===== src/rtl/avst_pkg.sv =====
// Shared types and constants for the Avalon-ST sink FIFO slice.
package avst_pkg;

    localparam int AVST_DATA_W = 16;
    localparam int PKT_CNT_W   = 16;

    typedef enum logic [0:0] {
        IDLE   = 1'b0,
        IN_PKT = 1'b1
    } frame_state_e;

endpackage


===== src/rtl/avalon_st_sink_fifo_if.sv =====
// Avalon-ST beat bundle: payload, frame markers and valid/ready handshake.
interface avalon_st_sink_fifo_if
    import avst_pkg::*;
#(
    parameter int DATA_W = AVST_DATA_W
) ();

    logic              valid;
    logic              ready;
    logic [DATA_W-1:0] data;
    logic              sop;
    logic              eop;

    modport master (output valid, data, sop, eop, input ready);
    modport slave  (input valid, data, sop, eop, output ready);

endinterface


===== src/rtl/avst_sync_fifo.sv =====
// Single-clock first-word-fall-through FIFO with registered level/full/empty flags.
module avst_sync_fifo #(
    parameter int WIDTH = 18,
    parameter int DEPTH = 4
) (
    input  logic                       clk,
    input  logic                       reset,
    input  logic                       push,
    input  logic                       pop,
    input  logic [WIDTH-1:0]           wdata,
    output logic [WIDTH-1:0]           rdata,
    output logic [$clog2(DEPTH):0]     level,
    output logic                       full,
    output logic                       empty
);

    localparam int AW = $clog2(DEPTH);
    localparam logic [AW-1:0] PTR_ONE  = AW'(1);
    localparam logic [AW:0]   LVL_ONE  = (AW+1)'(1);
    localparam logic [AW:0]   LVL_ZERO = (AW+1)'(0);
    localparam logic [AW:0]   LVL_FULL = (AW+1)'(DEPTH);

    logic [WIDTH-1:0] mem_r [DEPTH];
    logic [AW-1:0]    wr_ptr_r;
    logic [AW-1:0]    rd_ptr_r;
    logic [AW:0]      level_r;
    logic [AW:0]      level_nxt_s;
    logic             full_r;
    logic             empty_r;

    // Next occupancy from this cycle's push/pop pair.
    always_comb begin
        level_nxt_s = level_r;
        case ({push, pop})
            2'b10:   level_nxt_s = level_r + LVL_ONE;
            2'b01:   level_nxt_s = level_r - LVL_ONE;
            default: level_nxt_s = level_r;
        endcase
    end

    // Pointer, level and flag registers; pointers wrap naturally at DEPTH.
    always_ff @(posedge clk) begin
        if (reset) begin
            wr_ptr_r <= '0;
            rd_ptr_r <= '0;
            level_r  <= LVL_ZERO;
            full_r   <= 1'b0;
            empty_r  <= 1'b1;
        end else begin
            if (push) begin
                wr_ptr_r <= wr_ptr_r + PTR_ONE;
            end else begin
                wr_ptr_r <= wr_ptr_r;
            end
            if (pop) begin
                rd_ptr_r <= rd_ptr_r + PTR_ONE;
            end else begin
                rd_ptr_r <= rd_ptr_r;
            end
            level_r <= level_nxt_s;
            full_r  <= (level_nxt_s == LVL_FULL);
            empty_r <= (level_nxt_s == LVL_ZERO);
        end
    end

    // Storage array; contents are meaningless until written, so no reset.
    always_ff @(posedge clk) begin
        if (push) begin
            mem_r[wr_ptr_r] <= wdata;
        end
    end

    assign rdata = mem_r[rd_ptr_r];
    assign level = level_r;
    assign full  = full_r;
    assign empty = empty_r;

endmodule


===== src/rtl/avalon_st_sink_fifo.sv =====
// Avalon-ST sink buffer: handshake decode around avst_sync_fifo plus optional
// framing checker enabled by AVST_SINK_FRAME_CHECK_EN.
module avalon_st_sink_fifo
    import avst_pkg::*;
#(
    parameter int DATA_W = AVST_DATA_W,
    parameter int DEPTH  = 4
) (
    input  logic                       clk,
    input  logic                       reset,
    avalon_st_sink_fifo_if.slave       in_st,
    avalon_st_sink_fifo_if.master      out_st,
`ifdef AVST_SINK_FRAME_CHECK_EN
    output logic                       frame_err,
    output logic [PKT_CNT_W-1:0]       pkt_count,
`endif
    output logic [$clog2(DEPTH):0]     level
);

    localparam int WW = DATA_W + 2;

    logic          push_s;
    logic          pop_s;
    logic          full_s;
    logic          empty_s;
    logic [WW-1:0] wr_word_s;
    logic [WW-1:0] rd_word_s;

    // Flags come straight from registers, so ready has no path from out_ready.
    assign in_st.ready  = ~full_s;
    assign out_st.valid = ~empty_s;
    assign push_s       = in_st.valid & ~full_s;
    assign pop_s        = out_st.ready & ~empty_s;

    assign wr_word_s  = {in_st.sop, in_st.eop, in_st.data};
    assign out_st.sop = rd_word_s[WW-1];
    assign out_st.eop = rd_word_s[WW-2];
    assign out_st.data = rd_word_s[DATA_W-1:0];

    avst_sync_fifo #(
        .WIDTH (WW),
        .DEPTH (DEPTH)
    ) u_fifo (
        .clk   (clk),
        .reset (reset),
        .push  (push_s),
        .pop   (pop_s),
        .wdata (wr_word_s),
        .rdata (rd_word_s),
        .level (level),
        .full  (full_s),
        .empty (empty_s)
    );

`ifdef AVST_SINK_FRAME_CHECK_EN
    localparam logic [PKT_CNT_W-1:0] CNT_ONE = PKT_CNT_W'(1);

    frame_state_e state_r;

    // Framing FSM on accepted beats; a sop inside a frame restarts the frame.
    always_ff @(posedge clk) begin
        if (reset) begin
            state_r   <= IDLE;
            frame_err <= 1'b0;
            pkt_count <= '0;
        end else if (push_s) begin
            case (state_r)
                IDLE: begin
                    if (in_st.sop && in_st.eop) begin
                        pkt_count <= pkt_count + CNT_ONE;
                    end else if (in_st.sop) begin
                        state_r <= IN_PKT;
                    end else begin
                        frame_err <= 1'b1;
                    end
                end
                IN_PKT: begin
                    if (in_st.sop) begin
                        frame_err <= 1'b1;
                    end else begin
                        frame_err <= frame_err;
                    end
                    if (in_st.eop) begin
                        state_r   <= IDLE;
                        pkt_count <= pkt_count + CNT_ONE;
                    end else begin
                        state_r <= IN_PKT;
                    end
                end
                default: begin
                    state_r <= IDLE;
                end
            endcase
        end else begin
            state_r <= state_r;
        end
    end
`endif

endmodule


===== src/flat_wrapper.sv =====
// flat-port wrapper written by rule: the top's interface ports become plain ports
module avalon_st_sink_fifo_flat import avst_pkg::*;
#(
    parameter int DATA_W = AVST_DATA_W,
    parameter int DEPTH  = 4
)
  (clk, reset, level, in_st_valid, in_st_data, in_st_sop, in_st_eop, in_st_ready, out_st_valid, out_st_data, out_st_sop, out_st_eop, out_st_ready);
  avalon_st_sink_fifo_if #(.DATA_W(DATA_W)) in_st_i ();
  avalon_st_sink_fifo_if #(.DATA_W(DATA_W)) out_st_i ();
  input  logic clk;
  input  logic reset;
  output logic [$clog2(DEPTH):0] level;
  input wire logic [$bits(in_st_i.valid)-1:0] in_st_valid;
  input wire logic [$bits(in_st_i.data)-1:0] in_st_data;
  input wire logic [$bits(in_st_i.sop)-1:0] in_st_sop;
  input wire logic [$bits(in_st_i.eop)-1:0] in_st_eop;
  output wire logic [$bits(in_st_i.ready)-1:0] in_st_ready;
  output wire logic [$bits(out_st_i.valid)-1:0] out_st_valid;
  output wire logic [$bits(out_st_i.data)-1:0] out_st_data;
  output wire logic [$bits(out_st_i.sop)-1:0] out_st_sop;
  output wire logic [$bits(out_st_i.eop)-1:0] out_st_eop;
  input wire logic [$bits(out_st_i.ready)-1:0] out_st_ready;
  assign in_st_i.valid = in_st_valid;
  assign in_st_i.data = in_st_data;
  assign in_st_i.sop = in_st_sop;
  assign in_st_i.eop = in_st_eop;
  assign in_st_ready = in_st_i.ready;
  assign out_st_valid = out_st_i.valid;
  assign out_st_data = out_st_i.data;
  assign out_st_sop = out_st_i.sop;
  assign out_st_eop = out_st_i.eop;
  assign out_st_i.ready = out_st_ready;
  avalon_st_sink_fifo #(.DATA_W(DATA_W), .DEPTH(DEPTH)) u_core (.clk(clk), .reset(reset), .in_st(in_st_i), .out_st(out_st_i), .level(level));
endmodule

===== config.mk =====
export PLATFORM = sky130hd
export DESIGN_NAME = avalon_st_sink_fifo_flat
export DESIGN_NICKNAME = d
export VERILOG_FILES = /design/src/rtl/avst_pkg.sv /design/src/rtl/avalon_st_sink_fifo_if.sv /design/src/rtl/avst_sync_fifo.sv /design/src/rtl/avalon_st_sink_fifo.sv /design/src/flat_wrapper.sv
export SDC_FILE = /design/constraint.sdc
export NUM_CORES = 1
export LEC_CHECK = 0
export BUFFER_PORTS_ARGS = -buffer_cell sky130_fd_sc_hd__buf_2
export CAP_MARGIN = 20
export CELL_PAD_IN_SITES_DETAIL_PLACEMENT = 0
export CELL_PAD_IN_SITES_GLOBAL_PLACEMENT = 2
export CORE_AREA = 2 2 93 95
export CTS_BUF_LIST = sky130_fd_sc_hd__clkbuf_2
export CTS_CLUSTER_DIAMETER = 150
export CTS_CLUSTER_SIZE = 25
export DETAILED_ROUTE_END_ITERATION = 10
export DIE_AREA = 0 0 95 97
export HOLD_SLACK_MARGIN = 0.15
export PLACE_DENSITY_LB_ADDON = 0.1
export SLEW_MARGIN = 20
export SYNTH_ARGS = -nofsm -noshare
export SYNTH_HDL_FRONTEND = slang
export SYNTH_SLANG_ARGS = --single-unit

===== constraint.sdc =====
create_clock -name clk -period 4 [get_ports clk]
set_clock_uncertainty 0.2 [all_clocks]
set_input_delay 0.8 -clock clk [delete_from_list [all_inputs] [get_ports clk]]
set_output_delay 0.8 -clock clk [all_outputs]
set_load 0.005 [all_outputs]

==> metrics.md <==
| Metric | Value |
|---|---|
| Status | `completed` |
| Detailed Routing Iterations Pass 1 | `4` |
| Synthesis-stage register bit count | `83` |
| Detailed placer's ending HPWL | `3350 µm` |
| R2r worst-path depth | `8` |
| CP max FO | `11` |
| Static leakage | `1.28 nW` |
| Largest area contributor in the netlist | `edfxtp_1` |
| Ys flop type | `edfxtp_1` |
| Cell variety after synth | `27` |
| HP Class | `in2reg` |
| GRT Util Overall | `12.1%` |
| Initial antenna violation count | `0` |
| Worst path required time | `3000 ps` |
| CP startpoint kind | `register` |
| First-pass GRT wire length | `8090 µm` |
| Final count of negative-setup-slack endpoints | `0` |
| # port buffers | `44` |
| Synth Area per Inst | `20.7 µm²` |
| Grt ovf | `0` |
| Post-Syn Nets | `182` |
| EDFF count, synth | `72` |
| Max Cap Viol | `0` |
| Num CTS Buffers | `9` |
| Most frequent cell after synthesis | `edfxtp_1` |
| Hold depth | `1` |
| Largest net degree at the start of global routing | `19` |
| Chip Height | `97 µm` |
| Total Wirelength | `5200 µm` |
| Min Tclk post-route | `3230 ps` |
| Drt initial violations | `83` |
| Area growth syn-to-layout | `13.8%` |
| Initial core utilization | `39.2%` |
| Setup TNS | `0 ps` |
| Post-CTS Setup Inserts | `0` |
| Pins Over Slew Limit | `0` |
| Top-area cell type share of the netlist area | `67.9%` |
| Synth warn | `0` |
| RSZ-0062 raised after global routing | `no` |
| Depth of the CTS H-tree | `3` |
| Gate Count Post-Synth | `154` |
| DP Area | `3520 µm²` |
| Via Count | `1541` |
| Number of diodes | `0` |
| Max Buffers Root-to-Sink | `2` |
| Slew HR | `41.7%` |
| Achievable Freq | `310 MHz` |
| # hold bufs at CTS | `0` |
| Filler cell count | `726` |
| Peak supply drop | `0.140 mV` |
| Vias per cell | `4.88` |
| Detail Route Antenna Nets | `0` |
| Commonest cells post-synth | `edfxtp_1 (72), dfxtp_1 (11), mux4_2 (10)` |
| Crit path DAT | `2230 ps` |
| Synth Cell Area | `3190 µm²` |
| Final Hold Viols | `0` |
| WL/cell | `16.5 µm` |
| Die area | `9220 µm²` |
| CTS sink cnt | `83` |
| Tcrit/Tclk final | `80.7%` |
| Vias in the first global route | `1611` |
| Critical path class | `reg2out` |
| Cts repair resizes | `0` |
| DRC viols | `0` |
| Later-pin clock latency in the skew report | `470 ps` |
| Area contributors post-synth | `edfxtp_1 (68%), mux4_2 (7.1%), dfxtp_1 (6.9%)` |
| Placer congestion estimate | `0.781` |
| CTS tree | `done` |
| I/O pin cnt | `45` |
| Rows | `33` |
| Clk slew on worst S/H paths | `210 ps` |
| Core area | `8130 µm²` |
| Final nets | `235` |
| Root buffer cell | `clkbuf_2` |
| Cell Pwr Density | `484 nW/µm²` |
| Seq/Total Area, Yosys | `74.8%` |
| FFs w/ async S/R, synth | `0%` |
| Share of layout cells above drive strength 1 | `35.5%` |
| Post-route cell area | `3630 µm²` |
| Horiz. Die Dim | `95 µm` |
| Measured slew at the worst slew-check pin | `873 ps` |
| CP Capture Type | `output port` |
[cell type report]
| type | count | area, µm² | share of cell area [%] |
|---|---|---|---|
| Clock buffer | 10 | 50.0 | 1.38 |
| Clock inverter | 5 | 55.1 | 1.52 |
| Inverter | 9 | 33.8 | 0.932 |
| Multi-Input combinational cell | 55 | 716 | 19.7 |
| Sequential cell | 83 | 2380 | 65.7 |
| Tap cell | 105 | 131 | 3.62 |
| Timing Repair Buffer | 49 | 258 | 7.11 |
[flip-flops by register name, indices dropped and copies added, names as in the netlist, named ones only]
register	count
u_core.u_fifo.wr_ptr_r	2
u_core.u_fifo.mem_r	72
u_core.u_fifo.full	1
u_core.u_fifo.level	3
u_core.u_fifo.empty	1
u_core.u_fifo.rd_ptr_r	2
[power breakdown]
part | switching (mW) | internal [mW] | total [mW] | leakage [nW]
Combinational | 0.147 | 0.157 | 0.304 | 0.465
Sequential | 0.0395 | 1.02 | 1.06 | 0.751
Clock | 0.255 | 0.141 | 0.396 | 0.0638
[metrics by stage]
step           hold slack [ps]  power, mW  instances  setup WS, ps  utilization (%)
4_1_cts                    264       1.79        316           641             44.6
5_1_grt                    266       1.85        316           576             44.6
6_report                   311       1.75        316           772             44.6
3_3_place_gp               308       1.37        301          1140             43.3
2_1_floorplan              285       1.27        154          1260                -
3_5_place_dp               330       1.39        301           992             43.3
[routing by layer]
metal | part of all wire [%] | routed length, µm | global-route usage (%)
met1 | 41 | 2110 | 13.7
met3 | 4.2 | 218 | 3.12
met4 | 1.8 | 93 | 5.69
met5 | 0 | 0 | 0
met2 | 53 | 2780 | 20.9
[worst max-delay path, stage by stage (launching register included)]
cell	delay (ps)
dfxtp_1	690
buf_4	330
mux4_1	590
buf_2	150
[cell usage in the layout, fill, tap and decap left out, types with 2 or more instances in the layout]
cell type / netlist / final
dfxtp_1: 11 / 11
nor2b_1: 2 / 2
mux4_1: 8 / 8
clkinvlp_4: 0 / 2
buf_4: 0 / 5
and2_1: 4 / 4
mux4_2: 10 / 10
nor2_1: 8 / 8
edfxtp_1: 72 / 72
buf_2: 3 / 44
inv_1: 9 / 9
xor2_1: 3 / 3
xnor2_1: 2 / 2
clkbuf_2: 0 / 10
clkinv_2: 0 / 2
a21oi_1: 2 / 2
ha_1: 5 / 5
[final timing paths]
kind	endpoint	from	slack (ps)
worst min register to register	u_core.u_fifo.level[1]	u_core.u_fifo.level[1]	350
worst max-delay path	out_st_data[14]	register	770
worst max register to register	u_core.u_fifo.empty	u_core.u_fifo.full	1570
worst min-delay path	u_core.u_fifo.mem_r[3][4]	in_st_data[4]	310
[logic make-up after synthesis]
family	synth area share [%]
AOI/OAI and AO/OA	1.53
buffers and inverters	2.75
muxes	14.0
xor gates and xnor gates	1.37
and+or+nand+nor	2.99
DFF	74.8
adders and majority gates	2.59
(Power assumes the default switching activity.)
